File: src/rtl/alu_exec_unit.sv
// alu_exec_unit: execute stage holding the register bank and an ALU with an iterative shift-add multiplier.
module alu_exec_unit #(
  parameter int DATA_W   = 32,
  parameter int NUM_REGS = 16,
  parameter int ADDR_W   = 4
) (
  input  logic              clk,
  input  logic              rst,
  input  logic              in_valid,
  output logic              in_ready,
  input  logic [3:0]        opcode,
  input  logic [ADDR_W-1:0] rs1,
  input  logic [ADDR_W-1:0] rs2,
  input  logic [ADDR_W-1:0] rd,
  input  logic              ext_we,
  input  logic [ADDR_W-1:0] ext_waddr,
  input  logic [DATA_W-1:0] ext_wdata,
  input  logic [ADDR_W-1:0] dbg_raddr,
  output logic [DATA_W-1:0] dbg_rdata,
  output logic              done,
  output logic [DATA_W-1:0] result,
  output logic              zero,
  output logic              carry,
  output logic              overflow,
  output logic              illegal,
  output logic              busy
);
  localparam int SH_W = $clog2(DATA_W);
  localparam int MSB  = DATA_W - 1;
  typedef enum logic [1:0] {IDLE, EXEC, MUL} state_t;
  state_t            state_q;
  logic [DATA_W-1:0] regs_q [NUM_REGS];
  logic [DATA_W-1:0] a_q, b_q, acc_q, result_q;
  logic [3:0]        op_q;
  logic [ADDR_W-1:0] rd_q;
  logic [SH_W-1:0]   cnt_q;
  logic              done_q, zero_q, carry_q, ovf_q, illegal_q;
  logic [DATA_W:0]   add_w, sub_w;
  logic [DATA_W-1:0] mul_d, alu_d;
  logic [SH_W-1:0]   sh;
  logic              carry_d, ovf_d, legal_d, last_mul, wb;
  assign add_w    = {1'b0, a_q} + {1'b0, b_q};
  assign sub_w    = {1'b0, a_q} - {1'b0, b_q};
  assign sh       = b_q[SH_W-1:0];
  // During MUL, a_q holds the left-shifted multiplicand and b_q the right-shifted multiplier
  assign mul_d    = acc_q + (b_q[0] ? a_q : '0);
  assign last_mul = (state_q == MUL) && (cnt_q == SH_W'(DATA_W - 1));
  assign wb       = (state_q == EXEC && legal_d) || last_mul;
  always_comb begin
    alu_d   = '0;
    carry_d = 1'b0;
    ovf_d   = 1'b0;
    legal_d = 1'b1;
    case (op_q)
      4'h0: begin
        alu_d   = add_w[MSB:0];
        carry_d = add_w[DATA_W];
        ovf_d   = (a_q[MSB] == b_q[MSB]) && (add_w[MSB] != a_q[MSB]);
      end
      4'h1: begin
        alu_d   = sub_w[MSB:0];
        carry_d = sub_w[DATA_W];
        ovf_d   = (a_q[MSB] != b_q[MSB]) && (sub_w[MSB] != a_q[MSB]);
      end
      4'h2: alu_d = a_q & b_q;
      4'h3: alu_d = a_q | b_q;
      4'h4: alu_d = a_q ^ b_q;
      4'h5: alu_d = a_q << sh;
      4'h6: alu_d = a_q >> sh;
      4'h7: alu_d = $unsigned($signed(a_q) >>> sh);
      4'h8: alu_d = DATA_W'($signed(a_q) < $signed(b_q));
      4'h9: alu_d = DATA_W'(a_q < b_q);
      4'hA: alu_d = mul_d;
      default: legal_d = 1'b0;
    endcase
  end
  always_ff @(posedge clk) begin
    if (rst) begin
      state_q   <= IDLE;
      a_q       <= '0;
      b_q       <= '0;
      acc_q     <= '0;
      op_q      <= '0;
      rd_q      <= '0;
      cnt_q     <= '0;
      result_q  <= '0;
      done_q    <= 1'b0;
      zero_q    <= 1'b0;
      carry_q   <= 1'b0;
      ovf_q     <= 1'b0;
      illegal_q <= 1'b0;
      for (int i = 0; i < NUM_REGS; i++) regs_q[i] <= '0;
    end else begin
      done_q    <= 1'b0;
      illegal_q <= 1'b0;
      if (ext_we) regs_q[ext_waddr] <= ext_wdata;
      case (state_q)
        IDLE: if (in_valid) begin
          a_q     <= regs_q[rs1];
          b_q     <= regs_q[rs2];
          op_q    <= opcode;
          rd_q    <= rd;
          acc_q   <= '0;
          cnt_q   <= '0;
          state_q <= (opcode == 4'hA) ? MUL : EXEC;
        end
        EXEC: begin
          done_q    <= 1'b1;
          illegal_q <= !legal_d;
          state_q   <= IDLE;
        end
        MUL: begin
          acc_q <= mul_d;
          a_q   <= a_q << 1;
          b_q   <= b_q >> 1;
          cnt_q <= cnt_q + 1'b1;
          if (last_mul) begin
            done_q  <= 1'b1;
            state_q <= IDLE;
          end
        end
        default: state_q <= IDLE;
      endcase
      // Placed after the ext write so the ALU wins a same-index collision
      if (wb) begin
        regs_q[rd_q] <= alu_d;
        result_q     <= alu_d;
        zero_q       <= (alu_d == '0);
        carry_q      <= carry_d;
        ovf_q        <= ovf_d;
      end
    end
  end
  assign in_ready  = (state_q == IDLE);
  assign busy      = (state_q != IDLE);
  assign dbg_rdata = regs_q[dbg_raddr];
  assign done      = done_q;
  assign result    = result_q;
  assign zero      = zero_q;
  assign carry     = carry_q;
  assign overflow  = ovf_q;
  assign illegal   = illegal_q;
endmodule
File: config.mk
export PLATFORM = sky130hd
export DESIGN_NAME = alu_exec_unit
export DESIGN_NICKNAME = d
export VERILOG_FILES = /design/src/rtl/alu_exec_unit.sv
export SDC_FILE = /design/constraint.sdc
export NUM_CORES = 2
export LEC_CHECK = 0
export ABC_CLOCK_PERIOD_IN_PS = 5770
export CAP_MARGIN = 5
export CORE_AREA = 8 8 394 396
export DETAILED_ROUTE_END_ITERATION = 12
export DIE_AREA = 0 0 402 404
export MAX_ROUTING_LAYER = met4
export PLACE_DENSITY_LB_ADDON = 0.25
export SLEW_MARGIN = 5
export SYNTH_ARGS = -nofsm -noshare
export SYNTH_HDL_FRONTEND = slang
export SYNTH_SLANG_ARGS = --single-unit
File: constraint.sdc
create_clock -name clk -period 5.77 [get_ports clk]
set_clock_uncertainty 0.1 [all_clocks]
set_input_delay 1.731 -clock clk [delete_from_list [all_inputs] [get_ports clk]]
set_output_delay 1.731 -clock clk [all_outputs]
set_load 0.05 [all_outputs]
==> summary.txt <==
Cells and area
  – Reg area: 18300 sq um
  – Fillers: 14380
  – Final cell count without fillers: 6975
  – Most frequent cells in the layout: 608 x o21ai_0, 559 x nand3_1, 512 x edfxtp_1
  – Core Util, Final: 39.4%
  – Fin nets: 5149
  – Area occupied by multi-input gates: 31100 sq um
  – Area growth, synth to finish: 13.2%
  – Share of layout cells above drive strength 1: 21.8%
  – Commonest non-fill, non-tap cell in the layout: o21ai_0
  – Final instance area: 58700 sq um

GRT
  – Largest net degree at the start of global routing: 81
  – GR Overflow Total: 0
  – First-pass GRT wire length: 350000 um
  – Initial antenna violation count: 20
  – Total GRT Usage: 30.4%
  – Vias in the first global route: 45256

Worst hold path
  – Hold EP: overflow
  – Tightest Hold Check Type: reg2reg
  – Hold Path Origin: overflow
  – Min-Delay Path Depth: 2

Worst setup path
  – Worst setup EP type: primary output
  – Crit start category: input port
  – Crit Path Max Fanout: 17
  – Worst reg-to-reg path cell count: 14
  – Start of the worst register-to-register path: b_q[0]
  – Crit path buffers/inverters: 3
  – Reg2reg end: zero
  – Critical Path RT: 3.94 ns
  – CP Cell Sequence: buf_8 -> buf_4 -> mux4_2 -> mux4_2 -> buf_4
  – Worst setup path start: dbg_raddr[0]
  – Crit path DAT: 3.68 ns
  – CP top delay family: multiplexers
  – CP max stage cell: mux4_2
  – Worst R2R Setup Slack: 0.72 ns
  – Setup Crit Path Kind: in2out
  – Largest stage delay, worst path: 0.61 ns

Timing
  – Setup TNS: 0 ns
  – RSZ-0062 raised after global routing: no
  – Min Tclk post-route: 5.51 ns
  – Hold Slack: 0.358 ns
  – Period utilization: 95.6%
  – Max-slew violations: 0
  – Worst slew margin: 19.6%
  – Setup WS post-layout: 0.257 ns
  – Final setup viols: 0
  – Fmax: 181 MHz
  – Worst Max-Slew Pin Slew: 1.19 ns
  – Final Hold Violating Endpoints: 0

Routing
  – Drt pass-1 iters: 6
  – Total number of vias: 47845
  – DRT iter0 DRCs: 7372
  – Routed wire per std cell: 35.8 um
  – Post-route ant nets: 0
  – Vias per cell: 6.86
  – Final wirelength: 249000 um
  – # DRC: 0

Synthesis
  – Most used DFF post-synth: edfxtp_1
  – Unique cell type count in the Yosys netlist: 108
  – Syn Inst Count: 5096
  – Largest family of logic cells by synthesized area: multiplexers
  – Async set or reset register ratio after synthesis: 0%
  – Mapped cell area: 51800 sq um
  – Post-Syn Area per Cell: 10.2 sq um
  – Synthesis-stage register bit count: 660
  – Post-synthesis simple-gate area fraction: 14.1%
  – Multiplexer share of the synthesized area: 24.4%
  – Xor/xnor share of the synthesized area: 0.794%
  – Post-Synth Adder-Cell Area: 3.35%
  – YS warnings: 0
  – Compound-gate portion of the synthesized area: 16.5%
  – EDFF count, synth: 512
  – Syn Nets: 5293
  – Register area share after synthesis: 35.4%

Pwr
  – Worst VDD drop: 0.000222 V
  – Total power draw: 16.2 mW
  – Power per cell area: 275 nW/um^2
  – Leak: 19.6 nW

Floorplan
  – Top-Level Pins: 131
  – Die area: 162000 sq um
  – Chip height: 404 um
  – Die width: 402 um
  – Placement row count: 142
  – CORE AREA: 149000 sq um
  – Starting density of the core: 34.8%

Outcome
  – Status: finished, final reports clean

Placement
  – Placed cell count: 6812
  – Number of port buffers: 130
  – Detailed placement HPWL: 169000 um
  – Final Wtd Congestion: 1.07
  – Post-DP Area: 55700 sq um
  – Place WS: 0.239 ns

Clock tree
  – Worst-skew pair later-pin latency: 0.72 ns
  – Num CTS Buffers: 82
  – Post-cts hold buffer count: 0
  – H-tree depth: 3
  – CTS tree: done
  – Clock Tree Buf Depth: 3
  – # clock sinks: 660
  – Post-CTS setup buffer count: 0
  – Cts repair resizes: 0
  – Root buffer cell: clkbuf_16
  – CTS clk-pin slew, worst paths: 0.06 ns

Job
  – MaxCap Viol Count: 0
[synth_stat cells, drive strengths merged (11+ instances only)]
library cell / count / area (sq um)
o31ai: 17 / 128
a21o: 21 / 158
o22ai: 34 / 213
a21oi: 197 / 993
and2: 20 / 125
nor4: 25 / 175
mux2: 31 / 353
mux2i: 89 / 895
buf: 175 / 816
clkbuf: 430 / 1620
nand2b: 25 / 156
nand2: 345 / 1300
nor3: 59 / 305
o211a: 11 / 110
a22oi: 51 / 388
dfxtp: 148 / 2960
o21a: 13 / 97.6
a211oi: 63 / 526
a31oi: 26 / 178
nand3: 565 / 2830
o221ai: 18 / 164
xnor2: 37 / 324
nor2: 384 / 1440
mux4: 506 / 11400
ha: 134 / 1680
nor2b: 25 / 156
edfxtp: 512 / 15400
or2: 11 / 68.8
a211o: 14 / 123
a2111oi: 15 / 188
a311oi: 67 / 587
o21bai: 15 / 113
nand4: 27 / 175
o211ai: 40 / 314
inv: 114 / 428
a221oi: 24 / 241
o21ai: 623 / 3120
and3: 13 / 81.3
[flip-flops by register name, summed over array words and instances, names as in the netlist]
name and cells:
acc_q 32, state_q 2, carry 1, result 32
done 1, rd_q 4, cnt_q 5, b_q 32
regs_q 512, op_q 4, illegal 1, zero 1
overflow 1, a_q 32
[power by group]
| part | switching [mW] | total (mW) | internal [mW] |
|---|---|---|---|
| Sequential | 0.254 | 5.61 | 5.36 |
| Combinational | 3.16 | 4.74 | 1.58 |
| Clock | 2.37 | 5.80 | 3.43 |
| Total | 5.79 | 16.2 | 10.4 |
[final cells by class]
type / count / area share [%]
Clock inverter: 57 / 1.40
Sequential cell: 660 / 31.3
Tap cell: 1944 / 4.15
Clock buffer: 93 / 3.62
Timing Repair Buffer: 377 / 5.83
Antenna cell: 13 / 0.0554
Inverter: 115 / 0.736
Multi-Input combinational cell: 3716 / 52.9
[layer usage]
layer	vias up	share of wire [%]	GRT usage [%]
met5	-	0	-
met4	0	6.8	16.8
met3	916	12	7.40
met2	3690	45	45.9
met1	23656	37	37.4
li1	19583	-	-
[worst min-delay path, stage by stage, from the launching register on]
cell and delay, ns:
dfxtp_1 0.31, nand2_1 0.05, a21oi_1 0.05
[cells by family after synthesis]
group | Yosys count
buffers and inverters | 720
flip-flops | 660
AO/OA/AOI/OAI | 1344
AND/OR/NAND/NOR | 1562
multiplexers | 626
XOR/XNOR | 47
adder cells (fa/ha/maj) | 137
[worst max path at each step]
| stage | to | slack, ns | depth (start not counted) |
|---|---|---|---|
| finish | dbg_rdata[9] | 0.26 | 5 |
| global route | dbg_rdata[31] | 0.20 | 5 |
| CTS | dbg_rdata[19] | 0.24 | 5 |
| detailed placement | dbg_rdata[19] | 0.24 | 5 |
| global placement | dbg_rdata[19] | 0.27 | 5 |
| floorplan | dbg_rdata[11] | 0.21 | 4 |
Power figures use the tool's default switching activity.
